===== src/rtl/arm_dp_pkg.sv =====
// Shared types for the ARM data-processing decode stage: opcode and condition
// enums, ALU op codes, the ALU control bundle and the opcode decode function.
package arm_dp_pkg;

    typedef enum logic [3:0] {
        OP_AND = 4'd0,  OP_EOR = 4'd1,  OP_SUB = 4'd2,  OP_RSB = 4'd3,
        OP_ADD = 4'd4,  OP_ADC = 4'd5,  OP_SBC = 4'd6,  OP_RSC = 4'd7,
        OP_TST = 4'd8,  OP_TEQ = 4'd9,  OP_CMP = 4'd10, OP_CMN = 4'd11,
        OP_ORR = 4'd12, OP_MOV = 4'd13, OP_BIC = 4'd14, OP_MVN = 4'd15
    } opcode_e;

    // 4'b1111 (NV) is deliberately absent and evaluates as never.
    typedef enum logic [3:0] {
        CC_EQ = 4'd0,  CC_NE = 4'd1,  CC_CS = 4'd2,  CC_CC = 4'd3,
        CC_MI = 4'd4,  CC_PL = 4'd5,  CC_VS = 4'd6,  CC_VC = 4'd7,
        CC_HI = 4'd8,  CC_LS = 4'd9,  CC_GE = 4'd10, CC_LT = 4'd11,
        CC_GT = 4'd12, CC_LE = 4'd13, CC_AL = 4'd14
    } cond_e;

    localparam logic [3:0] ALU_ADD   = 4'b0000;
    localparam logic [3:0] ALU_SUB   = 4'b0001;
    localparam logic [3:0] ALU_AND   = 4'b0111;
    localparam logic [3:0] ALU_ORR   = 4'b1000;
    localparam logic [3:0] ALU_XOR   = 4'b1001;
    localparam logic [3:0] ALU_PASSB = 4'b1010;

    typedef struct packed {
        logic [3:0] op;
        logic       swap;
        logic       inv_b;
        logic       use_carry;
        logic       res_we;
        logic       flags_we;
    } alu_ctrl_t;

    function automatic alu_ctrl_t dp_decode(input logic [3:0] opc, input logic s);
        alu_ctrl_t c;
        c          = '0;
        c.res_we   = 1'b1;
        c.flags_we = s;
        case (opcode_e'(opc))
            OP_AND, OP_TST: c.op = ALU_AND;
            OP_EOR, OP_TEQ: c.op = ALU_XOR;
            OP_SUB, OP_CMP: c.op = ALU_SUB;
            OP_RSB: begin c.op = ALU_SUB; c.swap = 1'b1; end
            OP_ADD, OP_CMN: c.op = ALU_ADD;
            OP_ADC: begin c.op = ALU_ADD; c.use_carry = 1'b1; end
            OP_SBC: begin c.op = ALU_SUB; c.use_carry = 1'b1; end
            OP_RSC: begin c.op = ALU_SUB; c.swap = 1'b1; c.use_carry = 1'b1; end
            OP_ORR: c.op = ALU_ORR;
            OP_MOV: c.op = ALU_PASSB;
            OP_BIC: begin c.op = ALU_AND; c.inv_b = 1'b1; end
            OP_MVN: begin c.op = ALU_PASSB; c.inv_b = 1'b1; end
            default: c.op = ALU_ADD;
        endcase
        // TST/TEQ/CMP/CMN: compare-only, always write flags, never Rd
        if (opc[3:2] == 2'b10) begin
            c.res_we   = 1'b0;
            c.flags_we = 1'b1;
        end
        return c;
    endfunction

endpackage


===== src/rtl/arm_cond_eval.sv =====
// Combinational ARM condition-code check of cond against flags {N,Z,C,V}.
module arm_cond_eval
    import arm_dp_pkg::*;
(
    input  logic [3:0] cond,
    input  logic [3:0] nzcv,
    output logic       pass
);
    logic n, z, c, v;
    assign {n, z, c, v} = nzcv;

    always_comb begin
        pass = 1'b0;
        case (cond)
            CC_EQ: pass = z;
            CC_NE: pass = !z;
            CC_CS: pass = c;
            CC_CC: pass = !c;
            CC_MI: pass = n;
            CC_PL: pass = !n;
            CC_VS: pass = v;
            CC_VC: pass = !v;
            CC_HI: pass = c && !z;
            CC_LS: pass = !c || z;
            CC_GE: pass = (n == v);
            CC_LT: pass = (n != v);
            CC_GT: pass = !z && (n == v);
            CC_LE: pass = z || (n != v);
            CC_AL: pass = 1'b1;
            default: pass = 1'b0;
        endcase
    end
endmodule


===== src/rtl/arm_dp_decode_stage.sv =====
// Registered ARM data-processing decode stage with valid/ready handshake.
// Define COND_EXEC_EN to enable condition evaluation and the nullified counter.
module arm_dp_decode_stage
    import arm_dp_pkg::*;
#(
    parameter int ALU_CTRL_W = 4,
    parameter int TAG_W      = 8,
    parameter int CNT_W      = 16
) (
    input  logic                  clk,
    input  logic                  rst,
    input  logic                  in_valid,
    output logic                  in_ready,
    input  logic [3:0]            opcode_i,
    input  logic [3:0]            cond_i,
    input  logic                  s_bit_i,
    input  logic [TAG_W-1:0]      tag_i,
    input  logic [3:0]            nzcv_i,
    output logic                  out_valid,
    input  logic                  out_ready,
    output logic [ALU_CTRL_W-1:0] alu_op_o,
    output logic                  swap_ops_o,
    output logic                  inv_b_o,
    output logic                  use_carry_o,
    output logic                  res_we_o,
    output logic                  flags_we_o,
    output logic [TAG_W-1:0]      tag_o,
    output logic [CNT_W-1:0]      nullified_cnt_o
);
    localparam int STAGES = 1;

    logic [STAGES:1]  vld_pipe;
    logic             accept;
    logic             pass;
    alu_ctrl_t        dec, ctrl_q;
    logic [TAG_W-1:0] tag_q;

    assign in_ready = !vld_pipe[STAGES] || out_ready;
    assign accept   = in_valid && in_ready;

`ifdef COND_EXEC_EN
    logic [CNT_W-1:0] null_cnt;

    arm_cond_eval u_cond (
        .cond (cond_i),
        .nzcv (nzcv_i),
        .pass (pass)
    );

    always_ff @(posedge clk) begin
        if (rst)
            null_cnt <= '0;
        else if (accept && !pass && null_cnt != {CNT_W{1'b1}})
            null_cnt <= null_cnt + 1'b1;
    end

    assign nullified_cnt_o = null_cnt;
`else
    logic unused_cond;
    assign unused_cond     = ^{cond_i, nzcv_i};
    assign pass            = 1'b1;
    assign nullified_cnt_o = '0;
`endif

    // A failed condition still issues a bundle so the tag reaches the ALU stage.
    always_comb begin
        dec = dp_decode(opcode_i, s_bit_i);
        if (!pass) begin
            dec.res_we   = 1'b0;
            dec.flags_we = 1'b0;
        end
    end

    always_ff @(posedge clk) begin
        if (rst) begin
            vld_pipe <= '0;
            ctrl_q   <= '0;
            tag_q    <= '0;
        end else if (accept) begin
            vld_pipe[1] <= 1'b1;
            ctrl_q      <= dec;
            tag_q       <= tag_i;
        end else if (out_ready) begin
            vld_pipe[1] <= 1'b0;
        end
    end

    assign out_valid   = vld_pipe[STAGES];
    assign alu_op_o    = ALU_CTRL_W'(ctrl_q.op);
    assign swap_ops_o  = ctrl_q.swap;
    assign inv_b_o     = ctrl_q.inv_b;
    assign use_carry_o = ctrl_q.use_carry;
    assign res_we_o    = ctrl_q.res_we;
    assign flags_we_o  = ctrl_q.flags_we;
    assign tag_o       = tag_q;
endmodule


===== config.mk =====
export PLATFORM = sky130hd
export DESIGN_NAME = arm_dp_decode_stage
export DESIGN_NICKNAME = d
export VERILOG_FILES = /design/src/rtl/arm_dp_pkg.sv /design/src/rtl/arm_cond_eval.sv /design/src/rtl/arm_dp_decode_stage.sv
export SDC_FILE = /design/constraint.sdc
export NUM_CORES = 1
export LEC_CHECK = 0
export ABC_AREA = 1
export ABC_CLOCK_PERIOD_IN_PS = 2700
export CELL_PAD_IN_SITES_DETAIL_PLACEMENT = 1
export CELL_PAD_IN_SITES_GLOBAL_PLACEMENT = 1
export CORE_UTILIZATION = 24
export CTS_CLUSTER_SIZE = 20
export DETAILED_ROUTE_END_ITERATION = 6
export GPL_TIMING_DRIVEN = 0
export PLACE_DENSITY = 0.94
export SYNTH_ARGS = -nofsm -noshare
export SYNTH_HDL_FRONTEND = slang
export SYNTH_SLANG_ARGS = --single-unit

===== constraint.sdc =====
create_clock -name clk -period 2.7 [get_ports clk]
set_clock_uncertainty 0.15 [all_clocks]
set_input_delay 0.54 -clock clk [delete_from_list [all_inputs] [get_ports clk]]
set_output_delay 0.54 -clock clk [all_outputs]
set_load 0.1 [all_outputs]

==> results of run 1 <==
[layout make-up]
type,count,area [sq um],area share
inverters,8,30.0,0.0225
repair buffers,35,345,0.258
flip-flops and latches,18,360,0.270
well taps,46,57.6,0.0431
multi-input cells,85,378,0.283
plain buffers,19,143,0.107
clock buffers,3,22.5,0.0169
[registers in the layout, summed over array words and instances, names as in the netlist]
name         flops
alu_op_o         4
flags_we_o       1
inv_b_o          1
out_valid        1
res_we_o         1
swap_ops_o       1
tag_o            8
use_carry_o      1
[how the worst min path moves through the flow]
stage | startpoint | endpoint | slack [ns] | cells after the start
after floorplan | rst | use_carry_o | 0.45 | 1
after global placement | res_we_o | res_we_o | 0.30 | 2
after detailed placement | res_we_o | res_we_o | 0.31 | 2
after CTS | res_we_o | res_we_o | 0.33 | 2
after global routing | use_carry_o | use_carry_o | 0.36 | 2
final | res_we_o | res_we_o | 0.33 | 2
[worst min-delay path, stage by stage (launching register included)]
cell	delay (ns)
dfxtp_1	0.32
nand2_1	0.06
a21oi_1	0.06
[cell usage after synthesis (all sizes together)]
| cell | number |
|---|---|
| nor2 | 26 |
| buf | 18 |
| dfxtp | 18 |
| o21ai | 15 |
| nand2 | 13 |
| inv | 8 |
| a21oi | 7 |
| nand3 | 6 |
| a31oi | 1 |
| clkbuf | 1 |
| conb | 1 |
| nor3 | 1 |
[power groups by stage]
stage / Combinational, mW / Clock [mW] / Sequential, mW
finish: 0.383 / 0.135 / 0.295
detailed placement: 0.384 / 0 / 0.301
CTS: 0.384 / 0.141 / 0.295
floorplan: 0.165 / 0 / 0.440
global route: 0.402 / 0.149 / 0.297
global placement: 0.381 / 0 / 0.300
[per-layer routing]
layer  vias up  share of wire  GRT usage  routed length, microns
li1        439              -          -                       -
met1       397           0.41      0.140                     922
met2        39           0.49      0.257                    1130
met3         5          0.084     0.0315                     191
met4         0          0.016     0.0635                      36
met5         -              0          0                       0
[cells by family (layout without fill, tap and decap cells)]
kind of cell,Yosys count,count (layout),share of synthesized area
compound gates,23,23,0.154
flops,18,18,0.423
simple gates,46,46,0.216
buf+inv,27,65,0.203
other cells,1,16,0.00440
[per-stage QoR]
step                TNS, ns  instances  worst slack (ns)
detailed placement   -0.299        211            -0.299
floorplan                 0        130             0.254
CTS                       0        214            0.0102
global route              0        214            0.0675
finish                    0        214             0.131
global placement     -0.284        211            -0.284
[cell usage in the layout (no fill, tap or decap), drive strengths merged]
master         instances
o21ai                 15
conb                  16
a31oi                  1
clkdlybuf4s50         34
inv                    8
clkbuf                 5
buf                   18
nand3                  6
nor3                   1
a21oi                  7
nor2                  26
nand2                 13
dfxtp                 18
==> results.yml, run 1 <==
power:
  powerDensity_nw_per_um2: 608
  p_total_uw: 813
  power_leakage_nw: 0.607
  seqPwrFrac: 0.363
  switching_power_uw: 389
  power_frac_comb: 0.471
  peakVddDrop_mv: 0.210
  clkPwrFrac: 0.166
  p_int_uw: 424
  switching_share: 0.478
critical_path:
  startpoint: "out_valid"
  critPathBufInv: 1
  worst_setup_path_end_kind: "output pin"
  r2r-start: "out_valid"
  cp.depth: 1
  worstSetupEndpoint: "out_valid"
  slowest_delay_ns: 1.16
  reg2reg_slack_ns: 1.45
  worst_setup_path_start_kind: "register"
  critPathSlowestCell: "clkdlybuf4s50_1"
  crit_chain: "clkdlybuf4s50_1"
  timing.rr.end: "alu_op_o[3]"
  ff2ff_path_depth: 5
  crit_fanout: 3
  path_class: "register to output pin"
  required_ns: 2.01
  arrival_ns: 1.88
  critPathTopFamily: "buffers and inverters"
sta:
  slew_headroom: 0.345
  min_period_over_period: 0.952
  finalSetupViolations: 0
  max_freq_mhz: 389
  rsz0062_at_grt: "no"
  drv_slew: 0
  hold_violations: 0
  holdWs_ns: 0.328
  tightestPinTransition_ns: 0.980
  period_needed_ns: 2.57
floorplanning:
  dieHeight_microns: 61.6
  die_w_microns: 61.6
  coreArea_sq_um: 3360
  floorplan.initialDensity: 0.253
  std_cell_rows: 21
  pin_count: 60
  dieArea_sq_um: 3790
layout:
  area_delta_synth_final_pct: 56.8
  layout-drive-gt1-share: 0.161
  num-fill-cells: 447
  n_antenna_cell: 0
  utilization: 0.397
  nNetsFinal: 195
  finalInstanceArea_sq_um: 1340
yosys:
  syn-cell-area_sq_um: 852
  synth.avg_cell_area_sq_um: 7.41
  yosys-top-cells-area: "dfxtp_1, buf_4, nor2_1"
  synth_seq_cells: 18
  yosysUniqueCellTypes: 17
  yosysSeqAreaShare: 0.423
  netlist.area_leader.share: 0.423
  yosys.area.top_type: "dfxtp_1"
  synthCells: 115
  yosys_warnings: 0
grt:
  grt_overflow: 0
  grt_pass1_wl_mm: 3.72
  grt_max_degree: 11
  grt_pass1_vias: 890
  track_usage: 0.136
  antenna_found_initial: 0
clock_network:
  htree_levels: 1
  clock_latency_ns: 0.29
  cts_tree: "built"
  clk_path_buf_depth: 2
  postCtsHoldBufs: 0
  root_buffer: "clkbuf_4"
  post_cts_buffers: 0
  cts_sinks: 18
  post_cts_resized: 2
  clk_pin_slew_ns: 0.10
  cts-buffers-inserted: 3
min_path:
  min_path_type: "register to register"
placed_design:
  place_area_sq_um: 1320
  place.port_buffers: 35
  place_congestion: 0.829
  dp_hpwl_mm: 1.77
detailed_routing:
  drtAntennaViolNets: 0
  viasPerCell: 4.11
  dr_total_vias: 880
  drtIter0Drc: 17
  drt_wl_total_mm: 2.28
  dr.pass1.iters: 4
  wl_per_cell_microns: 10.6
  drc: 0
status:
  outcome: "finished clean"
run:
  max-cap-violations: 0
(Power assumes the default switching activity.)
==> run 2, diff against run 1 <==
MAX_ROUTING_LAYER = met4   (was not set)
SYNTH_HIERARCHICAL = 1   (was not set)
==> run 2 against run 1 <==
Net effect:
- worst hold slack unchanged
- area after synthesis did not move
- routed wire length is the same
- critical path type unchanged
- sequential power hardly changed
- highest routed layer unchanged
- via count stayed put
- combinational power barely moved
- synthesized cell count stayed put
- die area is the same
- core utilization unchanged
- largest power group unchanged
- global-route usage up 0.43 points
- first-iteration DRC count is the same
==> results.yml, run 2 <==
status:
  outcome: "finished clean"
layout:
  area_delta_synth_final_pct: 56.8
  largest_register_ffs: 8
  n_antenna_cell: 0
  finalInstanceArea_sq_um: 1340
  layout-drive-gt1-share: 0.161
  nNetsFinal: 195
  final_cell_mix: "clkdlybuf4s50_1, nor2_1, dfxtp_1"
  utilization: 0.397
  final_common_cell: "clkdlybuf4s50_1"
yosys:
  yosys.area.top_type: "dfxtp_1"
  synth.most_common_cell: "nor2_1"
  synthFlopType: "dfxtp_1"
  synth.avg_cell_area_sq_um: 7.41
  synthCells: 115
  netlist.area_leader.share: 0.423
  yosys-top-cells-area: "dfxtp_1, buf_4, nor2_1"
  yosys_warnings: 6
  syn-cell-area_sq_um: 852
  synth-edff-count: 0
  yosysSeqAreaShare: 0.423
  synth_common_cells: "nor2_1, dfxtp_1, buf_4"
  synthArstFlopShare: 0
  yosysUniqueCellTypes: 17
  synth_seq_cells: 18
clock_network:
  cts_sinks: 18
  post_cts_buffers: 0
  clock_latency_ns: 0.29
  root_buffer: "clkbuf_4"
  cts_tree: "built"
  clk_pin_slew_ns: 0.10
  cts-buffers-inserted: 3
  htree_levels: 1
  clk_path_buf_depth: 2
  postCtsHoldBufs: 0
power:
  p_total_uw: 813
  powerDensity_nw_per_um2: 608
  power_leakage_nw: 0.607
  peakVddDrop_mv: 0.210
placed_design:
  pre_cts_slack_ns: -0.299
  dp_hpwl_mm: 1.77
  place.port_buffers: 35
  place_area_sq_um: 1320
  place_congestion: 0.842
floorplanning:
  dieHeight_microns: 61.6
  die_w_microns: 61.6
  coreArea_sq_um: 3360
  pin_count: 60
  floorplan.initialDensity: 0.253
  dieArea_sq_um: 3790
  std_cell_rows: 21
critical_path:
  worst_setup_path_start_kind: "register"
  crit_chain: "clkdlybuf4s50_1"
  required_ns: 2.01
  slowest_delay_ns: 1.16
  path_class: "register to output pin"
  reg2reg_slack_ns: 1.45
  critPathTopFamily: "buffers and inverters"
  crit_fanout: 3
  worst_setup_path_end_kind: "output pin"
  arrival_ns: 1.88
  critPathSlowestCell: "clkdlybuf4s50_1"
  critPathBufInv: 1
sta:
  holdWs_ns: 0.328
  period_needed_ns: 2.57
  max_freq_mhz: 389
  drv_slew: 0
  finalSetupViolations: 0
  hold_violations: 0
  timing.final.ws_setup_ns: 0.131
  tightestPinTransition_ns: 0.980
  min_period_over_period: 0.952
  slew_headroom: 0.345
  rsz0062_at_grt: "no"
grt:
  grt_pass1_vias: 890
  grt_max_degree: 11
  track_usage: 0.140
  grt_pass1_wl_mm: 3.72
  antenna_found_initial: 0
  grt_overflow: 0
detailed_routing:
  drtAntennaViolNets: 0
  drt_wl_total_mm: 2.28
  drtIter0Drc: 17
  dr_total_vias: 880
  viasPerCell: 4.11
  dr.pass1.iters: 4
  wl_per_cell_microns: 10.6
  drc: 0
run:
  max-cap-violations: 0
min_path:
  min_path_type: "register to register"
## run 2: cell counts after synthesis
Identical to the previous run, type by type.
## run 2: per-stage QoR
stage | std cells | TNS, ns
after floorplan | 130 | 0
after global placement | 211 | -0.284
after detailed placement | 211 | -0.299
after CTS | 214 | 0
after global routing | 214 | 0
final | 214 | 0
## run 2: final timing paths
kind,from,endpoint,depth (start not counted)
setup / recovery,out_valid,out_valid,1
hold / removal,res_we_o,res_we_o,2
setup reg to reg,out_valid,alu_op_o[3],5
hold reg to reg,res_we_o,res_we_o,2
## run 2: cell families (layout without fill, tap and decap cells)
group	after synthesis	after routing	share of synthesized area
AND/OR/NAND/NOR	46	46	0.216
buffers and inverters	27	65	0.203
flip-flops	18	18	0.423
other	1	16	0.00440
AO/OA/AOI/OAI	23	23	0.154
## run 2: metal layers
metal / vias up / share of wire / global-route usage
li1: 439 / - / -
met1: 397 / 0.41 / 0.142
met2: 39 / 0.49 / 0.257
met3: 5 / 0.081 / 0.0294
met4: 0 / 0.016 / 0.0635
met5: - / 0 / -
## run 2: where the power goes
group	switching [mW]	internal [mW]
Clock	0.0832	0.0520
Combinational	0.296	0.0875
Sequential	0.00988	0.285
Total	0.389	0.424
## run 2: area by class of cell
cell class / count / area (sq um)
Inverter: 8 / 30.0
Clock buffer: 3 / 22.5
Multi-Input combinational cell: 85 / 378
Sequential cell: 18 / 360
Timing Repair Buffer: 35 / 345
Tap cell: 46 / 57.6
Buffer: 19 / 143
Fill cell: 447 / 2030
## run 2: worst reg2reg max path, stage by stage, from the launching register on
cell and delay (ns):
dfxtp_1 0.42, nand2_2 0.10, nand2_2 0.13, buf_6 0.16, nand2_1 0.06, a21oi_1 0.14
## run 2: what timing repair did
action | CTS | global route
endpoints found under the setup margin | 1 | 1
cloned | 0 | 0
gates resized for setup | 2 | 1
